### src/rtl/uart_pkg.sv
// Shared UART definitions: receiver state encoding, oversampling constants and
// the baud divisor helper used by both the receiver and the transmitter.
package uart_pkg;

    typedef enum logic [2:0] {
        IDLE      = 3'd0,
        START     = 3'd1,
        DATA      = 3'd2,
        STOP      = 3'd3,
        WAIT_IDLE = 3'd4
    } rx_state_e;

    localparam int         SAMPLES_PER_BIT = 16;
    localparam logic [3:0] SAMPLE_FIRST    = 4'd7;
    localparam logic [3:0] SAMPLE_MID      = 4'd8;
    localparam logic [3:0] SAMPLE_LAST     = 4'd9;
    localparam logic [3:0] SAMPLE_END      = 4'd15;

    function automatic int baud_div(input int clk_freq, input int baud, input int oversample);
        return clk_freq / (baud * oversample);
    endfunction

    function automatic logic majority3(input logic a, input logic b, input logic c);
        return (a & b) | (a & c) | (b & c);
    endfunction

endpackage

### src/rtl/uart_rx16_if.sv
// Receive-side bundle: serial line in, byte and status strobes out.
interface uart_rx16_if;
    logic       rx_serial_in;
    logic [7:0] rx_data;
    logic       rx_valid;
    logic       rx_frame_err;
    logic       rx_busy;

    modport master (
        input  rx_serial_in,
        output rx_data, rx_valid, rx_frame_err, rx_busy
    );

    modport slave (
        output rx_serial_in,
        input  rx_data, rx_valid, rx_frame_err, rx_busy
    );
endinterface

### src/rtl/uart_baud_tick.sv
// Free-running divisor counter producing a one-clk tick every DIV enabled cycles.
// A synchronous clear realigns the phase, e.g. to a detected start edge.
module uart_baud_tick #(
    parameter int DIV = 651
) (
    input  logic clk,
    input  logic rst_n,
    input  logic clr,
    input  logic en,
    output logic tick
);
    localparam int               CNT_W   = (DIV > 1) ? $clog2(DIV) : 1;
    localparam logic [CNT_W-1:0] CNT_MAX = CNT_W'(DIV - 1);

    logic [CNT_W-1:0] cnt_q, cnt_d;

    always_comb begin
        // NOTE: every output of this block gets a default first, so no path can infer a latch.
        cnt_d = cnt_q;
        tick  = 1'b0;
        if (clr) begin
            cnt_d = '0;
        end else if (en) begin
            if (cnt_q == CNT_MAX) begin
                cnt_d = '0;
                tick  = 1'b1;
            end else begin
                cnt_d = cnt_q + CNT_W'(1);
            end
        end
    end

    always_ff @(posedge clk) begin
        // NOTE: non-blocking assignments keep every flop sampling pre-edge values.
        if (!rst_n) begin
            cnt_q <= '0;
        end else begin
            cnt_q <= cnt_d;
        end
    end

endmodule

### src/rtl/uart_rx16.sv
// 16x-oversampling UART receiver: majority vote of three mid-bit samples,
// false-start rejection and framing-error reporting.
module uart_rx16
    import uart_pkg::*;
#(
    parameter int CLK_FREQ   = 100000000,
    parameter int BAUD       = 9600,
    parameter int OVERSAMPLE = 16
) (
    input logic         clk,
    input logic         rst_n,
    uart_rx16_if.master rx
);
    localparam int DIV = baud_div(CLK_FREQ, BAUD, OVERSAMPLE);

    rx_state_e  state_q, state_d;
    logic [1:0] sync_q, sync_d;
    logic [3:0] sample_cnt_q, sample_cnt_d;
    logic [2:0] bit_idx_q, bit_idx_d;
    logic [7:0] shift_q, shift_d;
    logic       s7_q, s7_d;
    logic       s8_q, s8_d;
    logic [7:0] rx_data_q, rx_data_d;
    logic       rx_valid_q, rx_valid_d;
    logic       rx_frame_err_q, rx_frame_err_d;

    logic line;
    logic tick;
    logic baud_clr;
    logic baud_en;
    logic bit_val;

    assign line    = sync_q[1];
    assign baud_en = (state_q != IDLE);
    assign bit_val = majority3(s7_q, s8_q, line);

    uart_baud_tick #(
        .DIV (DIV)
    ) u_baud_tick (
        .clk   (clk),
        .rst_n (rst_n),
        .clr   (baud_clr),
        .en    (baud_en),
        .tick  (tick)
    );

    always_comb begin
        sync_d         = {sync_q[0], rx.rx_serial_in};
        state_d        = state_q;
        sample_cnt_d   = sample_cnt_q;
        bit_idx_d      = bit_idx_q;
        shift_d        = shift_q;
        s7_d           = s7_q;
        s8_d           = s8_q;
        rx_data_d      = rx_data_q;
        rx_valid_d     = 1'b0;
        rx_frame_err_d = 1'b0;
        baud_clr       = 1'b0;

        if (tick && (state_q inside {START, DATA, STOP})) begin
            sample_cnt_d = sample_cnt_q + 4'd1;
            if (sample_cnt_q == SAMPLE_FIRST) s7_d = line;
            if (sample_cnt_q == SAMPLE_MID)   s8_d = line;
        end

        case (state_q)
            IDLE: begin
                if (!line) begin
                    state_d      = START;
                    baud_clr     = 1'b1;
                    sample_cnt_d = '0;
                    bit_idx_d    = '0;
                end
            end
            START: begin
                if (tick) begin
                    if (sample_cnt_q == SAMPLE_LAST && bit_val) begin
                        state_d = IDLE;
                    end else if (sample_cnt_q == SAMPLE_END) begin
                        state_d = DATA;
                    end
                end
            end
            DATA: begin
                if (tick) begin
                    if (sample_cnt_q == SAMPLE_LAST) shift_d = {bit_val, shift_q[7:1]};
                    if (sample_cnt_q == SAMPLE_END) begin
                        if (bit_idx_q == 3'd7) state_d = STOP;
                        else                   bit_idx_d = bit_idx_q + 3'd1;
                    end
                end
            end
            STOP: begin
                // Leaving at mid-stop-bit leaves time to catch a back-to-back start edge.
                if (tick && sample_cnt_q == SAMPLE_LAST) begin
                    if (bit_val) begin
                        rx_data_d  = shift_q;
                        rx_valid_d = 1'b1;
                        state_d    = IDLE;
                    end else begin
                        rx_frame_err_d = 1'b1;
                        sample_cnt_d   = '0;
                        state_d        = WAIT_IDLE;
                    end
                end
            end
            WAIT_IDLE: begin
                // The sample counter doubles as the run length of consecutive high ticks.
                if (tick) begin
                    if (!line)                           sample_cnt_d = '0;
                    else if (sample_cnt_q == SAMPLE_END) state_d      = IDLE;
                    else                                 sample_cnt_d = sample_cnt_q + 4'd1;
                end
            end
            default: state_d = IDLE;
        endcase
    end

    always_ff @(posedge clk) begin
        if (!rst_n) begin
            state_q        <= IDLE;
            sync_q         <= 2'b11;
            sample_cnt_q   <= '0;
            bit_idx_q      <= '0;
            shift_q        <= '0;
            s7_q           <= 1'b1;
            s8_q           <= 1'b1;
            rx_data_q      <= 8'h00;
            rx_valid_q     <= 1'b0;
            rx_frame_err_q <= 1'b0;
        end else begin
            state_q        <= state_d;
            sync_q         <= sync_d;
            sample_cnt_q   <= sample_cnt_d;
            bit_idx_q      <= bit_idx_d;
            shift_q        <= shift_d;
            s7_q           <= s7_d;
            s8_q           <= s8_d;
            rx_data_q      <= rx_data_d;
            rx_valid_q     <= rx_valid_d;
            rx_frame_err_q <= rx_frame_err_d;
        end
    end

    assign rx.rx_data      = rx_data_q;
    assign rx.rx_valid     = rx_valid_q;
    assign rx.rx_frame_err = rx_frame_err_q;
    assign rx.rx_busy      = (state_q != IDLE);

endmodule

### src/flat_wrapper.sv
// flat-port wrapper written by rule: the top's interface ports become plain ports
module uart_rx16_flat import uart_pkg::*;
#(
    parameter int CLK_FREQ   = 100000000,
    parameter int BAUD       = 9600,
    parameter int OVERSAMPLE = 16
)
  (clk, rst_n, rx_rx_serial_in, rx_rx_data, rx_rx_valid, rx_rx_frame_err, rx_rx_busy);
  uart_rx16_if rx_i ();
  input logic clk;
  input logic rst_n;
  input wire logic [$bits(rx_i.rx_serial_in)-1:0] rx_rx_serial_in;
  output wire logic [$bits(rx_i.rx_data)-1:0] rx_rx_data;
  output wire logic [$bits(rx_i.rx_valid)-1:0] rx_rx_valid;
  output wire logic [$bits(rx_i.rx_frame_err)-1:0] rx_rx_frame_err;
  output wire logic [$bits(rx_i.rx_busy)-1:0] rx_rx_busy;
  assign rx_i.rx_serial_in = rx_rx_serial_in;
  assign rx_rx_data = rx_i.rx_data;
  assign rx_rx_valid = rx_i.rx_valid;
  assign rx_rx_frame_err = rx_i.rx_frame_err;
  assign rx_rx_busy = rx_i.rx_busy;
  uart_rx16 #(.CLK_FREQ(CLK_FREQ), .BAUD(BAUD), .OVERSAMPLE(OVERSAMPLE)) u_core (.clk(clk), .rst_n(rst_n), .rx(rx_i));
endmodule
### config.mk
export PLATFORM = sky130hd
export DESIGN_NAME = uart_rx16_flat
export DESIGN_NICKNAME = d
export VERILOG_FILES = /design/src/rtl/uart_pkg.sv /design/src/rtl/uart_rx16_if.sv /design/src/rtl/uart_baud_tick.sv /design/src/rtl/uart_rx16.sv /design/src/flat_wrapper.sv
export SDC_FILE = /design/constraint.sdc
export NUM_CORES = 1
export LEC_CHECK = 0
export ABC_AREA = 1
export BUFFER_PORTS_ARGS = -buffer_cell sky130_fd_sc_hd__buf_2
export CAP_MARGIN = 25
export CORE_UTILIZATION = 40
export CTS_CLUSTER_DIAMETER = 50
export DETAILED_ROUTE_END_ITERATION = 10
export PLACE_DENSITY = 0.64
export SLEW_MARGIN = 20
export SYNTH_ARGS = -nofsm -noshare
export SYNTH_HDL_FRONTEND = slang
export SYNTH_SLANG_ARGS = --single-unit
### constraint.sdc
create_clock -name clk -period 3.7 [get_ports clk]
set_clock_uncertainty 0.15 [all_clocks]
set_input_delay 0.185 -clock clk [delete_from_list [all_inputs] [get_ports clk]]
set_output_delay 0.185 -clock clk [all_outputs]
set_load 0.01 [all_outputs]
## After elaboration in Yosys (flattened, before gate mapping)

Index checks and enable logic that the tools add are counted.

- Input bits: 3
- Output and inout bits: 11
- Bits in registers: 42
- Logic and storage cells: 90

- Eq/ne operators: 21
- Bitwise logic cells: 6
- $add $sub $neg: 3
- Reduce and logical (&&, ||, !) cells: 15
- Multiplexer cells: 34

Operators by type and width:

| kind | count |
|---|---|
| $mux W3 | 16 |
| $mux W4 | 7 |
| $pmux W3 S5 | 1 |
| $eq A4 B4 Y1 const B | 3 |
| $pmux W4 S3 | 1 |
| $add A10 B1 Y10 const B | 1 |
| $eq A10 B10 Y1 const B | 1 |
| $mux W10 | 1 |
| $ne A2 B1 Y1 const B | 5 |
| $ne A2 B2 Y1 const B | 5 |
| $reduce_and A10 Y1 | 1 |
| $reduce_and A3 Y1 | 3 |
| $mux W1 | 7 |
| $eq A3 B2 Y1 const B | 2 |
| $eq A3 B3 Y1 const B | 2 |
| $pmux W3 S2 | 1 |
| $reduce_bool A3 Y1 | 2 |
| $reduce_and A5 Y1 | 1 |
| $add A4 B1 Y4 const B | 1 |
| $eq A4 B3 Y1 const B | 1 |
| $reduce_and A2 Y1 | 2 |
| $add A3 B1 Y3 const B | 1 |
| $and A1 B1 Y1 | 3 |
| $eq A3 B1 Y1 const B | 1 |
| 7 further kinds | 10 |

## Logic depth before layout (Yosys ltp)

- Word-level depth: 10
- Depth in mapped cells: 13
- Gate-level depth less buffers: 13

## By module

A second synthesis with hierarchy kept.

- Cell total of the unflattened synthesis: 310
- Area total of the unflattened synthesis: 2124.5 um^2

Modules (own cells, without submodules):

| module | times used | cells each | area an instance (um^2) |
|---|---|---|---|
| uart_rx16 | 1 | 226 | 1577.8 |
| uart_baud_tick | 1 | 84 | 546.8 |

## Worst setup path after synthesis

OpenSTA, ideal clock, no wires.

- Path type: register to register
- Start point: register u_core.u_baud_tick.cnt_q[0]
- End point: register u_core.shift_q[7]
- Data arrival time: 1.399 ns
- Stages on the path, launching flop included: 11
- Clock period less this slack: 1.666 ns
- Buffers on the path: 1
- Setup slack: 2.034 ns
- Cells stage by stage: dfxtp_1 > inv_1 > ha_1 > nand3_1 > nor2_4 > nand2_1 > clkinv_1 > nand3_2 > buf_6 > o21ai_1 > a21oi_1

- Word-level cells in the longest chain between the ends: 5

Ends and longest elaborated chain:

| element | RTL line | text |
|---|---|---|
| start: declaration | uart_baud_tick.sv:15 | `logic [CNT_W-1:0] cnt_q, cnt_d;` |
| start signal: assignment | uart_baud_tick.sv:38 | `cnt_q <= cnt_d;` |
| $eq A10 B10 Y1 | uart_baud_tick.sv:24 | `if (cnt_q == CNT_MAX) begin` |
| $mux W1 | uart_baud_tick.sv:24 |  |
| $mux W1 | uart_baud_tick.sv:23 | `end else if (en) begin` |
| $mux W1 | uart_baud_tick.sv:21 | `if (clr) begin` |
| $reduce_and A3 Y1 (no source line) | n/a |  |
| end signal: assignment | uart_rx16.sv:136 | `shift_q <= shift_d;` |
| end: declaration | uart_rx16.sv:20 | `logic [7:0] shift_q, shift_d;` |

No other way between the ends.
A chain may end at the register's enable or synchronous reset.

## Worst setup path after layout

- Start point: register u_core.u_baud_tick.cnt_q[0]
- End point: register u_core.shift_q[3]

Same word-level chain as after synthesis.

==> metrics.csv <==
metric,value,unit
postSynthAreaPerCell,7.131,um2
drv_slew,0,
yosys.cell_count.top_type,nand2_1,
synth_flop_cell,dfxtp_1,
vias_per_cell,4.921,
synth.net_count,316,
tritoncts,done,
slowest_stage,nor2_4,
seqPwrFrac,0.468,
p_total,1043,uW
maxCapViolCount,0,
hold_path.class,in -> reg,
slew_headroom,0.5750,
ant_nets,0,
powerDensity,436.9,nW/um2
synth_compound_gate_area_share,0.1537,
synth_edf_count,0,
synth-adder-area-share,0.04014,
grt-ovfl-total,0,
cts_root_buf,clkbuf_8,
crit_arrival,2.12,ns
die_y,75.86,um
start_util,0.4219,
antenna_found_initial,0,
synthTopCellsByArea,"dfxtp_1 39%, nand2_1 10%, a21oi_1 7.3%",
max_freq,0.4797,GHz
setup_violations,0,
critPathKind,reg -> reg,
synthCells,306,
synthSimpleGateAreaFrac,0.3159,
cp_num_buf_inv,2,
clk_latency,0.30,ns
gp_congestion,0.8406,
max_stage_delay,0.38,ns
p_leak,0.001009,uW
syn_area,2182,um2
rsz0062_at_grt,false,
synth_top_family_by_area,simple AND/OR/NAND/NOR gates,
grt_pass1_vias,1750,
status,"finished, final reports clean",
clk_path_buf_depth,2,
dr_total_vias,1929,
hpwl,3260,um
switching_power,353.6,uW
drt-total-wl,4477,um
hold_viol,0,
irDropWorstVdd,210.3,uV
power.share.combinational,0.228,
start_kind,flop,
synth_cell_types,30,
ys_warn_count,0,
synth_mux_area_frac,0,
grt_max_degree,25,
fin_crit,2.085,ns
postCtsHoldBufs,1,
worstPathCellList,inv_1 -> ha_1 -> nand3_1 -> nor2_4 -> nand2_1 -> clkinv_1 -> nand3_2 -> o21ai_0 -> a21oi_1,
die_w,75.86,um
cts.clk_slew.worst_paths,0.08,ns
worstSetupEndpointType,flop,
ios,14,
synth_seq_cells,42,
area_growth,9.346,%
yosys.area.top_type,dfxtp_1,
postCtsSetupRepairBufs,0,
nets,331,
p_sw_frac,0.3392,
tns,0,ns
cts-buffers-inserted,5,
track_usage,0.1816,
drc_errors,0,
tightest_slew,0.6309,ns
drive_above_1_share,0.1460,
yosys.area_share.xor_xnor,0.008028,
firstDrtPassIters,4,
critPathMaxFanout,16,
clock_power_share,0.304,
insertedDiodeCount,0,
core,5172,um2
cts_num_sinks,42,
cp_top_family,simple AND/OR/NAND/NOR gates,
post-route-period-util,0.5634,
async_flop_share,0,
grt_pass1_wl,7790,um
crit_required,3.74,ns
wl_per_cell,11.42,um
synth-seq-area-share,0.3853,
p_int,688.9,uW
numPortBuffers,13,
die-area,5755,um2
yosys.area.top_type_share,0.3853,
rows,26,
drtIter0Drc,74,
cts.repair.resized,0,
h-tree-depth,2,
synth.cells.most_frequent,"61 x nand2_1, 42 x dfxtp_1, 36 x inv_1",
area by class of cell:
class | count | area (um2)
Fill cell | 524 | 2786
Multi-Input combinational cell | 216 | 1130
Sequential cell | 42 | 840.8
Inverter | 42 | 157.7
Tap cell | 70 | 87.58
Clock buffer | 6 | 82.58
Timing Repair Buffer | 14 | 75.07
Clock inverter | 2 | 12.51
kinds of logic (layout without fill, tap and decap cells):
group | count (synthesis) | in the layout
DFF | 42 | 42
adders and majority gates | 7 | 7
buffers and inverters | 48 | 64
xor gates and xnor gates | 2 | 2
and+or+nand+nor | 144 | 144
AOI/OAI and AO/OA | 63 | 63
routing by layer:
layer	track usage	share of wire	vias to the layer above
li1	-	-	1025
met1	0.2316	0.50	863
met2	0.2979	0.44	35
met4	0.06790	0.017	0
met3	0.04233	0.035	6
met5	0	0	-
power by group through the flow:
stage / sequential (uW) / combinational, uW / clock, uW
global route: 492 / 265 / 342
detailed placement: 499 / 236 / 0
finish: 488 / 237 / 317
global placement: 498 / 233 / 0
floorplan: 495 / 192 / 0
CTS: 488 / 238 / 325
tightest hold or removal path, delay by kind of cell:
family | cells | cell delay [ns]
buffers and inverters | 2 | 0.27
AND/OR/NAND/NOR | 1 | 0.12
cells in the final DEF (no fill, tap or decap), drive strengths merged, types with 3 or more instances in the layout:
cell type	n
ha	7
clkbuf	6
nor3	6
nand4	3
inv	40
o21ai	27
clkinv	3
a21oi	33
nand3	33
buf	13
nand2	62
dfxtp	42
nor2	37
final timing paths:
kind	depth (start not counted)	to	slack, ns	startpoint
worst max-delay path	9	u_core.shift_q[3]	1.62	u_core.u_baud_tick.cnt_q[0]
worst max register to register	9	u_core.shift_q[3]	1.62	u_core.u_baud_tick.cnt_q[0]
worst min register to register	1	u_core.sync_q[1]	0.27	u_core.sync_q[0]
worst min-delay path	3	u_core.sample_cnt_q[2]	0.16	rst_n
per-stage QoR:
step | utilization | cell area (um2) | hold WS [ns] | setup WS [ns] | instances
final | 0.4613 | 2386 | 0.1574 | 1.615 | 392
after global routing | 0.4613 | 2386 | 0.1806 | 1.424 | 392
after CTS | 0.4613 | 2386 | 0.1534 | 1.603 | 392
after detailed placement | 0.4410 | 2281 | 0.2306 | 1.635 | 383
after global placement | 0.4410 | 2281 | 0.2218 | 1.720 | 383
after floorplan | - | 2182 | 0.1416 | 2.034 | 306
registers in the layout, indices dropped and copies added (netlist names), 2 cells and up:
signal and cells:
u_core.rx.rx_data 8, u_core.shift_q 8, u_core.sample_cnt_q 4, u_core.bit_idx_q 3, u_core.state_q 3, u_core.sync_q 2
u_core.u_baud_tick.cnt_q 10
No activity file was read; power rests on OpenSTA's default activity.
